===== src/rtl/nn_core_param_pkg.sv =====
// Shared types and constants for the parametrised two-layer inference core.
//   state_t    : controller states
//   ACT_LUT_AW : activation LUT address width
//   ACT_OFFSET : offset that maps the signed pre-activation onto a LUT address
//   MAX_INIT   : argmax register start value
//   PIX_ONE    : magnitude given to a set 1-bit pixel
package nn_pkg;

  typedef enum logic [3:0] {
    IDLE,
    HID_MAC,
    HID_DRAIN,
    HID_ACT,
    HID_WR,
    OUT_MAC,
    OUT_DRAIN,
    OUT_ACT,
    OUT_CMP,
    DONE
  } state_t;

  localparam int unsigned      ACT_LUT_AW = 11;
  localparam int unsigned      ACT_OFFSET = 1024;
  localparam logic signed [7:0] MAX_INIT  = 8'sh80;
  localparam logic signed [7:0] PIX_ONE   = 8'sh7f;

endpackage


===== src/rtl/nn_core_param_if.sv =====
// External memory bus of nn_core_param: pixel RAM, hidden/output weight ROMs
// and activation LUT. All memories are synchronous-read (data one cycle after
// the address).
//   master : the core (drives addresses, receives data)
//   slave  : the memory side
interface nn_core_param_if #(
  parameter int unsigned N_IN  = 784,
  parameter int unsigned N_HID = 32,
  parameter int unsigned N_OUT = 10,
  parameter int unsigned PIX_W = 1
);
  localparam int unsigned IA_W = $clog2(N_IN);
  localparam int unsigned HA_W = $clog2(N_IN * N_HID);
  localparam int unsigned OA_W = $clog2(N_HID * N_OUT);

  logic [IA_W-1:0]   in_addr;
  logic [PIX_W-1:0]  in_data;
  logic [HA_W-1:0]   hw_addr;
  logic signed [7:0] hw_data;
  logic [OA_W-1:0]   ow_addr;
  logic signed [7:0] ow_data;
  logic [10:0]       act_addr;
  logic signed [7:0] act_data;

  modport master (
    output in_addr, hw_addr, ow_addr, act_addr,
    input  in_data, hw_data, ow_data, act_data
  );

  modport slave (
    input  in_addr, hw_addr, ow_addr, act_addr,
    output in_data, hw_data, ow_data, act_data
  );
endinterface


===== src/rtl/nn_core_param_mac_rect.sv =====
// Signed 8x8 multiply-accumulate with saturating LUT address generation.
//   clk, rst_n : clock, asynchronous active-low reset
//   en         : accumulate a*b this cycle
//   clr        : zero the accumulator (wins over en)
//   a, b       : signed 8-bit operands
//   act_addr   : sat11(acc >>> 7) + 1024, combinational from the accumulator
module nn_mac_rect
  import nn_pkg::*;
#(
  parameter int unsigned ACC_W = 26
) (
  input  logic                  clk,
  input  logic                  rst_n,
  input  logic                  en,
  input  logic                  clr,
  input  logic signed [7:0]     a,
  input  logic signed [7:0]     b,
  output logic [ACT_LUT_AW-1:0] act_addr
);
  localparam logic signed [ACC_W-1:0] S_MAX = ACC_W'(int'(ACT_OFFSET) - 1);
  localparam logic signed [ACC_W-1:0] S_MIN = ACC_W'(-int'(ACT_OFFSET));

  logic signed [ACC_W-1:0]      acc;
  logic signed [ACC_W-1:0]      shifted;
  logic signed [15:0]           prod;
  logic signed [ACT_LUT_AW-1:0] sat;

  assign prod = a * b;

  always_ff @(posedge clk or negedge rst_n) begin
    if (!rst_n)   acc <= '0;
    else if (clr) acc <= '0;
    else if (en)  acc <= acc + ACC_W'(prod);
  end

  assign shifted = acc >>> 7;

  always_comb begin
    sat = shifted[ACT_LUT_AW-1:0];
    if (shifted > S_MAX)      sat = S_MAX[ACT_LUT_AW-1:0];
    else if (shifted < S_MIN) sat = S_MIN[ACT_LUT_AW-1:0];
  end

  // Adding 1024 modulo 2048 to an 11-bit two's-complement value flips its MSB.
  assign act_addr = {~sat[ACT_LUT_AW-1], sat[ACT_LUT_AW-2:0]};

endmodule


===== src/rtl/nn_core_param.sv =====
// Two-layer fully-connected inference engine: N_IN pixels -> N_HID hidden
// activations -> N_OUT output activations, reporting the signed argmax.
//   clk, rst_n : clock, asynchronous active-low reset
//   start      : begin inference (sampled in IDLE only)
//   mem        : pixel / weight / activation-LUT memory bus (master side)
//   busy       : inference in progress
//   done       : result valid, held until the next accepted start
//   digit      : argmax index (lowest index wins ties)
//   digit_val  : activation value at the argmax
module nn_core_param
  import nn_pkg::*;
#(
  parameter int unsigned N_IN  = 784,
  parameter int unsigned N_HID = 32,
  parameter int unsigned N_OUT = 10,
  parameter int unsigned PIX_W = 1,
  parameter int unsigned ACC_W = 26
) (
  input  logic                     clk,
  input  logic                     rst_n,
  input  logic                     start,
  nn_core_param_if.master          mem,
  output logic                     busy,
  output logic                     done,
  output logic [$clog2(N_OUT)-1:0] digit,
  output logic signed [7:0]        digit_val
);
  localparam int unsigned IA_W = $clog2(N_IN);
  localparam int unsigned HA_W = $clog2(N_IN * N_HID);
  localparam int unsigned OA_W = $clog2(N_HID * N_OUT);
  localparam int unsigned H_W  = (N_HID > 1) ? $clog2(N_HID) : 1;
  localparam int unsigned O_W  = $clog2(N_OUT);

  localparam logic [IA_W-1:0] I_LAST = IA_W'(N_IN - 1);
  localparam logic [H_W-1:0]  H_LAST = H_W'(N_HID - 1);
  localparam logic [O_W-1:0]  O_LAST = O_W'(N_OUT - 1);

  state_t state, state_nxt;

  logic [IA_W-1:0]       in_addr_q;
  logic [HA_W-1:0]       hw_addr_q;
  logic [OA_W-1:0]       ow_addr_q;
  logic [H_W-1:0]        h_q;
  logic [O_W-1:0]        o_q;
  logic                  v_hid, v_out;
  logic signed [7:0]     hid_buf [N_HID];
  logic signed [7:0]     hid_q;
  logic signed [7:0]     max_q;
  logic [O_W-1:0]        idx_q;
  logic signed [7:0]     pix_ext, mac_a, mac_b;
  logic                  mac_en, mac_clr;
  logic [ACT_LUT_AW-1:0] act_raw;
  logic                  i_last, h_last, o_last;

  assign i_last = (in_addr_q == I_LAST);
  assign h_last = (h_q == H_LAST);
  assign o_last = (o_q == O_LAST);

  assign mem.in_addr = in_addr_q;
  assign mem.hw_addr = hw_addr_q;
  assign mem.ow_addr = ow_addr_q;
  // Address only presented during the ACT states so it idles (and resets) to 0.
  assign mem.act_addr = (state == HID_ACT || state == OUT_ACT) ? act_raw : '0;

  generate
    if (PIX_W == 1) begin : g_pix1
      assign pix_ext = mem.in_data[0] ? PIX_ONE : '0;
    end else begin : g_pixn
      assign pix_ext = 8'({1'b0, mem.in_data}) << (7 - PIX_W);
    end
  endgenerate

  // v_hid/v_out mark the cycle after an issue, when memory data is valid.
  assign mac_en  = v_hid | v_out;
  assign mac_a   = v_out ? hid_q : pix_ext;
  assign mac_b   = v_out ? mem.ow_data : mem.hw_data;
  assign mac_clr = (state == IDLE && start) || (state == HID_WR) || (state == OUT_CMP);

  nn_mac_rect #(.ACC_W(ACC_W)) u_mac (
    .clk      (clk),
    .rst_n    (rst_n),
    .en       (mac_en),
    .clr      (mac_clr),
    .a        (mac_a),
    .b        (mac_b),
    .act_addr (act_raw)
  );

  always_ff @(posedge clk or negedge rst_n) begin
    if (!rst_n) state <= IDLE;
    else        state <= state_nxt;
  end

  always_comb begin
    state_nxt = state;
    case (state)
      IDLE:      if (start) state_nxt = HID_MAC;
      HID_MAC:   if (i_last) state_nxt = HID_DRAIN;
      HID_DRAIN: state_nxt = HID_ACT;
      HID_ACT:   state_nxt = HID_WR;
      HID_WR:    state_nxt = h_last ? OUT_MAC : HID_MAC;
      OUT_MAC:   if (h_last) state_nxt = OUT_DRAIN;
      OUT_DRAIN: state_nxt = OUT_ACT;
      OUT_ACT:   state_nxt = OUT_CMP;
      OUT_CMP:   state_nxt = o_last ? DONE : OUT_MAC;
      DONE:      state_nxt = IDLE;
      default:   state_nxt = IDLE;
    endcase
  end

  always_ff @(posedge clk or negedge rst_n) begin
    if (!rst_n) begin
      in_addr_q <= '0;
      hw_addr_q <= '0;
      ow_addr_q <= '0;
      h_q       <= '0;
      o_q       <= '0;
      v_hid     <= 1'b0;
      v_out     <= 1'b0;
      hid_q     <= '0;
      max_q     <= MAX_INIT;
      idx_q     <= '0;
      busy      <= 1'b0;
      done      <= 1'b0;
      digit     <= '0;
      digit_val <= '0;
    end else begin
      v_hid <= (state == HID_MAC);
      v_out <= (state == OUT_MAC);
      case (state)
        IDLE: if (start) begin
          in_addr_q <= '0;
          hw_addr_q <= '0;
          ow_addr_q <= '0;
          h_q       <= '0;
          o_q       <= '0;
          max_q     <= MAX_INIT;
          idx_q     <= '0;
          busy      <= 1'b1;
          done      <= 1'b0;
        end
        HID_MAC: begin
          in_addr_q <= i_last ? '0 : in_addr_q + IA_W'(1);
          hw_addr_q <= (i_last && h_last) ? '0 : hw_addr_q + HA_W'(1);
        end
        HID_WR: h_q <= h_last ? '0 : h_q + H_W'(1);
        OUT_MAC: begin
          hid_q     <= hid_buf[h_q];
          h_q       <= h_last ? '0 : h_q + H_W'(1);
          ow_addr_q <= (h_last && o_last) ? '0 : ow_addr_q + OA_W'(1);
        end
        OUT_CMP: begin
          if (mem.act_data > max_q) begin
            max_q <= mem.act_data;
            idx_q <= o_q;
          end
          o_q <= o_last ? '0 : o_q + O_W'(1);
        end
        DONE: begin
          done      <= 1'b1;
          busy      <= 1'b0;
          digit     <= idx_q;
          digit_val <= max_q;
        end
        default: ;
      endcase
    end
  end

  always_ff @(posedge clk) begin
    if (state == HID_WR) hid_buf[h_q] <= mem.act_data;
  end

endmodule


===== src/flat_wrapper.sv =====
// flat-port wrapper written by rule: the top's interface ports become plain ports
module nn_core_param_flat import nn_pkg::*;
#(
  parameter int unsigned N_IN  = 784,
  parameter int unsigned N_HID = 32,
  parameter int unsigned N_OUT = 10,
  parameter int unsigned PIX_W = 1,
  parameter int unsigned ACC_W = 26
)
  (clk, rst_n, start, busy, done, digit, digit_val, mem_in_addr, mem_hw_addr, mem_ow_addr, mem_act_addr, mem_in_data, mem_hw_data, mem_ow_data, mem_act_data);
  nn_core_param_if #(.N_IN(N_IN), .N_HID(N_HID), .N_OUT(N_OUT), .PIX_W(PIX_W)) mem_i ();
  input  logic clk;
  input  logic rst_n;
  input  logic start;
  output logic busy;
  output logic done;
  output logic [$clog2(N_OUT)-1:0] digit;
  output logic signed [7:0] digit_val;
  output wire logic [$bits(mem_i.in_addr)-1:0] mem_in_addr;
  output wire logic [$bits(mem_i.hw_addr)-1:0] mem_hw_addr;
  output wire logic [$bits(mem_i.ow_addr)-1:0] mem_ow_addr;
  output wire logic [$bits(mem_i.act_addr)-1:0] mem_act_addr;
  input wire logic [$bits(mem_i.in_data)-1:0] mem_in_data;
  input wire logic [$bits(mem_i.hw_data)-1:0] mem_hw_data;
  input wire logic [$bits(mem_i.ow_data)-1:0] mem_ow_data;
  input wire logic [$bits(mem_i.act_data)-1:0] mem_act_data;
  assign mem_in_addr = mem_i.in_addr;
  assign mem_hw_addr = mem_i.hw_addr;
  assign mem_ow_addr = mem_i.ow_addr;
  assign mem_act_addr = mem_i.act_addr;
  assign mem_i.in_data = mem_in_data;
  assign mem_i.hw_data = mem_hw_data;
  assign mem_i.ow_data = mem_ow_data;
  assign mem_i.act_data = mem_act_data;
  nn_core_param #(.N_IN(N_IN), .N_HID(N_HID), .N_OUT(N_OUT), .PIX_W(PIX_W), .ACC_W(ACC_W)) u_core (.clk(clk), .rst_n(rst_n), .start(start), .mem(mem_i), .busy(busy), .done(done), .digit(digit), .digit_val(digit_val));
endmodule

===== config.mk =====
export PLATFORM = sky130hd
export DESIGN_NAME = nn_core_param_flat
export DESIGN_NICKNAME = d
export VERILOG_FILES = /design/src/rtl/nn_core_param_pkg.sv /design/src/rtl/nn_core_param_if.sv /design/src/rtl/nn_core_param_mac_rect.sv /design/src/rtl/nn_core_param.sv /design/src/flat_wrapper.sv
export SDC_FILE = /design/constraint.sdc
export NUM_CORES = 1
export LEC_CHECK = 0
export CORE_MARGIN = 2
export CORE_UTILIZATION = 50
export CTS_CLUSTER_SIZE = 10
export DETAILED_ROUTE_END_ITERATION = 6
export GPL_TIMING_DRIVEN = 0
export PLACE_DENSITY = 0.77
export SYNTH_ARGS = -nofsm -noshare
export SYNTH_HDL_FRONTEND = slang
export SYNTH_SLANG_ARGS = --single-unit

===== constraint.sdc =====
create_clock -name clk -period 15.2 [get_ports clk]
set_clock_uncertainty 0.1 [all_clocks]
set_input_delay 3.04 -clock clk [delete_from_list [all_inputs] [get_ports clk]]
set_output_delay 3.04 -clock clk [all_outputs]
set_load 0.02 [all_outputs]

==> results of run 1 <==
-- final cells by class --
type / instances / area share (%)
Sequential cell: 365 / 46.5
Clock buffer: 62 / 5.12
Inverter: 124 / 2.08
Timing Repair Buffer: 89 / 4.19
Multi-Input combinational cell: 938 / 38.0
Clock inverter: 4 / 0.229
Tap cell: 518 / 2.89
Buffer: 47 / 0.983
-- cell usage after synthesis, drive strengths merged, types with 7 or more instances --
cell / number / share of area (%)
ha: 78 / 5.0
buf: 23 / 0.66
edfxtp: 256 / 39
nand2: 103 / 2.0
a21o: 14 / 0.54
o41ai: 7 / 0.31
a21oi: 53 / 1.4
inv: 124 / 2.4
o21ai: 97 / 2.5
fa: 110 / 11
and3: 23 / 0.73
dfrtp: 108 / 14
clkbuf: 24 / 0.46
a22o: 11 / 0.49
xor2: 12 / 0.54
nand3: 29 / 0.80
mux4: 64 / 7.4
mux2i: 16 / 0.82
mux2: 16 / 0.92
nor3: 14 / 0.38
xnor2: 16 / 0.71
nand2b: 24 / 0.77
nor2b: 13 / 0.41
nor2: 145 / 2.8
o31ai: 8 / 0.31
nand4: 8 / 0.26
-- worst register-to-register path, delay by kind of cell (launching register included) --
| kind | cells | cell delay [ns] |
|---|---|---|
| buffers and inverters | 4 | 1.20 |
| adder cells (fa/ha/maj) | 6 | 2.92 |
| flip-flops | 1 | 0.59 |
| AO/OA/AOI/OAI | 5 | 0.98 |
| AND/OR/NAND/NOR | 3 | 1.59 |
-- registers in the layout, summed over array words and instances (netlist names), 5 cells and up --
name / cells
u_core.mem.ow_addr: 9
u_core.max_q: 8
u_core.hid_buf: 256
u_core.h_q: 5
u_core.mem.hw_addr: 15
u_core.digit_val: 8
u_core.hid_q: 8
u_core.u_mac.acc: 26
u_core.mem.in_addr: 10
-- worst paths after layout --
path	end	cells after the start
setup reg to reg	u_core.u_mac.acc[24]	18
setup / recovery	u_core.u_mac.acc[24]	17
hold / removal	u_core.done	1
min in group asynchronous	u_core.u_mac.acc[2]	1
hold reg to reg	u_core.done	1
max in group asynchronous	u_core.max_q[7]	2
-- logic make-up after synthesis --
| group | count (synthesis) | synth area share, % |
|---|---|---|
| AO/OA/AOI/OAI | 243 | 7.73 |
| AND/OR/NAND/NOR | 383 | 9.10 |
| multiplexers | 96 | 9.09 |
| adder cells (fa/ha/maj) | 188 | 16.2 |
| XOR/XNOR | 28 | 1.25 |
| flip-flops | 365 | 53.1 |
| buffers and inverters | 171 | 3.50 |
-- per-layer routing --
metal,vias to the layer above,track usage (%),routed length [um]
li1,5592,-,-
met1,6327,31.9,18800
met2,556,37.0,21800
met3,97,3.74,3340
met4,0,6.46,1250
met5,-,0,0
-- power by group through the flow --
stage          logic, mW  clock network [mW]  registers, mW
6_report            1.21               0.911           1.17
5_1_grt             1.39               0.961           1.18
2_1_floorplan      0.938                   0           1.17
4_1_cts             1.21               0.921           1.17
3_3_place_gp        1.14                   0           1.19
3_5_place_dp        1.19                   0           1.19
==> impl_metrics.csv, run 1 <==
group,metric,value,unit
critical_path,criticalPathCategory,"in2reg",
logic_synthesis,postSynth.asyncResetShare,29.9,%
die,io_pins,87,
critical_path,path_max_fanout,19,
global_routing,antenna_found_initial,0,
sta,fin_ws,6.38,ns
routing,firstDrtPassIters,5,
cells_and_area,areaGrowthSynthToFinish,14.2,%
power,combPwrFrac,36.8,%
sta,worstMarginPinSlew,1.39,ns
die,dieArea,40800,um2
routing,viasPerCell,5.86,
critical_path,max_stage_delay,0.94,ns
logic_synthesis,syn_area,19600,um2
global_routing,grt.total_usage,22.7,%
cts,hold_buffers,0,
cts,cts_resized,0,
cells_and_area,fillCellCount,2983,
cells_and_area,multi_input_area,8510,um2
cells_and_area,fin_cells,2147,
logic_synthesis,synth_edf_count,256,
die,dieHeight,202,um
power,clkPwrFrac,27.7,%
power,p_sw,1.10,mW
routing,detail_route.iter0.violations,1168,
critical_path,crit_top_cell,"fa_1",
critical_path,crit_family,"adder cells",
critical_path,critPathSlowestCell,"and3_1",
cells_and_area,fin_nets,1824,
logic_synthesis,synth_warnings,0,
logic_synthesis,syn_inst,1474,
cells_and_area,final_area,22400,um2
power,leakage,8.73,nW
critical_path,crit_start,"mem_ow_data[0]",
status,status,"complete, no violations",
placement,pre_cts_ws,5.89,ns
die,initial_core_util,50.7,%
die,die_w,202,um
placement,hpwl,32.0,mm
critical_path,cp-end-kind,"register",
routing,routed_wl,45.3,mm
global_routing,grt_pass1_vias,12900,
power,switching_share,33.4,%
die,core_area,38600,um2
logic_synthesis,seq_area_frac_synth,53.1,%
logic_synthesis,avgSynthCellArea,13.3,um2
critical_path,path_cells,"clkdlybuf4s50_1 -> and3_1 -> inv_1 -> fa_1 -> inv_1 -> fa_1 -> fa_1 -> fa_1 -> fa_1 -> ha_1 -> o211ai_1 -> a21oi_1 -> o21ai_1 -> o21ai_1 -> o21ai_1 -> or4b_1 -> nand4_1",
sta,setup_tns,0,ns
power,p_per_area,147,nW/um2
cells_and_area,seq_area,10400,um2
critical_path,r2r-start,"u_core.v_out",
cells_and_area,diodes,0,
logic_synthesis,synth_nets,1690,
sta,finalHoldViolCount,0,
cells_and_area,fin_util,57.9,%
cts,tritoncts,"built",
sta,finalCritPeriodShare,58.0,%
placement,placed_cell_area,21100,um2
routing,routed-via-count,12600,
cts,post_cts_buffers,0,
power,seqPwrFrac,35.6,%
sta,drv_slew,0,
sta,setup-violations-final,0,
routing,ant_nets,0,
cts,cts_buffers,43,
cells_and_area,layout_common_cells,"256 x edfxtp_1, 140 x nor2_1, 124 x inv_1",
sta,whs,0.387,ns
logic_synthesis,ys_ff_latch,365,
global_routing,grt-ovfl-total,0,
routing,wl_per_cell,21.1,um
global_routing,grt_pass1_wl,72.3,mm
sta,fmax,113,MHz
logic_synthesis,synth_flop_cell,"edfxtp_1",
critical_path,rrSetupSlack,7.75,ns
critical_path,critical_path.startpoint_type,"input pin",
power,totalPowerFinal,3.29,mW
cells_and_area,drive_above_1_share,10.4,%
routing,drc,0,
cells_and_area,final_common_cell,"edfxtp_1",
worst_hold_path,hp-class,"reg2reg",
sta,rsz0062_at_grt,"no",
placement,dpl.cell_count,2079,
sta,timing.final.crit_period,8.82,ns
global_routing,grt_max_degree,56,
sta,slew_headroom,7.15,%
power,ir_worst_vdd,0.0000998,V
placement,gp_congestion,0.964,
critical_path,required,15.57,ns
critical_path,path_buf_inv,3,
cts,clkSlewWorstSetupHoldPaths,0.05,ns
cts,cts_buffer_depth,3,
cts,cts.sinks,365,
critical_path,cp.arrival,9.19,ns
placement,port_buffers,86,
power,intPower,2.19,mW
die,num_rows,72,
worst_hold_path,hp-start,"u_core.done",
flow_run,cap_violations,0,
logic_synthesis,synthDistinctLibCells,64,
cts,h-tree-depth,2,
cts,clkLatencyLatePin,0.54,ns
cts,root_buffer,"clkbuf_16",
(Power assumes the default switching activity.)
==> run 2, diff against run 1 <==
- PLACE_DENSITY: 0.77 -> 0.79
- clock period: 15.2 -> 7.4 ns (I/O delays scaled with it)
==> impl_metrics.csv, run 2 (synthesis gave the netlist of run 1 again) <==
group,metric,value,unit
placement,placed_cell_area,21100,um2
cells_and_area,layout_common_cells,"256 x edfxtp_1, 140 x nor2_1, 123 x inv_1",
cts,tritoncts,"built",
sta,finalCritPeriodShare,94.9,%
sta,worstMarginPinSlew,1.41,ns
worst_hold_path,min_path_cells,2,
global_routing,grt.total_usage,23.1,%
critical_path,cp-end-kind,"register",
global_routing,grt-ovfl-total,0,
sta,rsz0062_at_grt,"yes",
cts,cts_buffers,43,
cells_and_area,final_area,22400,um2
sta,timing.final.crit_period,7.02,ns
routing,routed_wl,45.8,mm
die,dieArea,40800,um2
cells_and_area,largest_reg_flops,256,
cells_and_area,fillCellCount,2956,
sta,slew_headroom,5.94,%
cells_and_area,multi_input_area,8510,um2
cts,cts.sinks,365,
global_routing,grt_max_degree,96,
sta,setup_tns,0,ns
routing,firstDrtPassIters,7,
power,ir_worst_vdd,0.000218,V
worst_hold_path,hp-class,"reg2reg",
flow_run,cap_violations,0,
cells_and_area,fin_nets,1822,
critical_path,rr_worst_depth,20,
die,io_pins,87,
routing,detail_route.iter0.violations,1083,
cts,clkSlewWorstSetupHoldPaths,0.06,ns
cts,clkLatencyLatePin,0.53,ns
cells_and_area,largest-register,"u_core.hid_buf",
routing,wl_per_cell,21.3,um
power,p_per_area,304,nW/um2
cts,h-tree-depth,2,
cells_and_area,drive_above_1_share,10.8,%
cts,root_buffer,"clkbuf_16",
sta,fmax,142,MHz
power,leakage,8.71,nW
cells_and_area,areaGrowthSynthToFinish,14.2,%
routing,viasPerCell,5.90,
routing,ant_nets,0,
sta,drv_slew,0,
global_routing,grt_pass1_vias,13000,
placement,port_buffers,86,
global_routing,grt_pass1_wl,73.4,mm
cts,cts_buffer_depth,3,
routing,drc,0,
critical_path,criticalPathCategory,"in2reg",
global_routing,antenna_found_initial,1,
die,num_rows,72,
sta,setup-violations-final,0,
die,dieHeight,202,um
critical_path,required,7.77,ns
sta,finalHoldViolCount,0,
placement,gp_congestion,0.919,
die,core_area,38600,um2
status,status,"complete, no violations",
die,die_w,202,um
routing,routed-via-count,12700,
cells_and_area,final_common_cell,"edfxtp_1",
critical_path,path_max_fanout,10,
critical_path,cp.arrival,7.39,ns
critical_path,critical_path.startpoint_type,"input pin",
die,initial_core_util,50.7,%
placement,hpwl,31.8,mm
cells_and_area,seq_area,10400,um2
[run 2: changes by cell type in the layout (fill, tap and decap cells not counted), sizes merged]
| cell | previous run | this run |
|---|---|---|
| inv | 126 | 124 |
| clkdlybuf4s50 | 85 | 84 |
| clkinv | 1 | 2 |
| diode | 0 | 1 |
| clkbuf | 87 | 90 |
| clkinvlp | 0 | 1 |
[run 2: per-stage QoR]
step           util, %  std cells  hold slack [ns]  total power, mW  worst slack [ns]
2_1_floorplan        -       1474            0.350             4.34             0.731
3_3_place_gp      54.6       2078            0.364             4.80            -0.286
3_5_place_dp      54.7       2079            0.375             4.90            -0.410
4_1_cts           57.9       2149            0.388             6.83            0.0342
5_1_grt           57.9       2150            0.416             7.27           -0.0246
6_report          57.9       2150            0.378             6.80             0.375
[run 2: where the power goes]
group	internal [mW]	switching, mW	leakage, nW
clock	1.12	0.790	0.591
combinational	1.10	1.38	4.52
sequential	2.31	0.101	3.60
total	4.53	2.27	8.71
[run 2: area by class of cell]
type                    instances  share of cell area (%)
clock inverters                 4                   0.207
repair buffers                 87                    3.95
clock buffers                  66                    5.28
well taps                     518                    2.90
plain buffers                  47                   0.989
inverters                     124                    2.10
flip-flops and latches        365                    46.5
multi-input cells             938                    38.0
diodes                          1                  0.0112
[run 2: worst paths after layout]
path | from | to | slack, ns
min in group asynchronous | rst_n | u_core.u_mac.acc[1] | 0.67
max | mem_in_data | u_core.u_mac.acc[24] | 0.38
max reg2reg | u_core.v_out | u_core.u_mac.acc[24] | 0.49
min | u_core.u_mac.acc[5] | u_core.u_mac.acc[5] | 0.38
max in group asynchronous | rst_n | u_core.max_q[7] | 5.80
min reg2reg | u_core.u_mac.acc[5] | u_core.u_mac.acc[5] | 0.38
[run 2: routing by layer]
layer / GRT usage (%) / vias up / wire, um / share of wire [%]
li1: - / 5606 / - / -
met3: 4.79 / 103 / 3500 / 7.6
met5: 0 / - / 0 / 0
met1: 31.0 / 6414 / 18500 / 40
met2: 37.9 / 570 / 22300 / 49
met4: 7.54 / 0 / 1480 / 3.2
[run 2: worst max-delay path: stages]
cell and delay [ns]:
clkdlybuf4s50_1 0.45, nor2b_1 0.26, clkbuf_2 0.27, a21oi_1 0.14, or2_2 0.36, fa_1 0.48, fa_1 0.50, inv_1 0.06
fa_1 0.52, fa_1 0.58, fa_1 0.43, ha_1 0.36, o211ai_1 0.11, a21oi_2 0.20, o21ai_1 0.17, o21ai_1 0.27
o21ai_1 0.16, or4b_1 0.49, nand4_1 0.10
[run 2: what timing repair did]
item	4_1_cts	5_1_grt
resized for setup	1	6
setup buffers	0	0
setup endpoints to repair	1	9
hold buffers	0	0
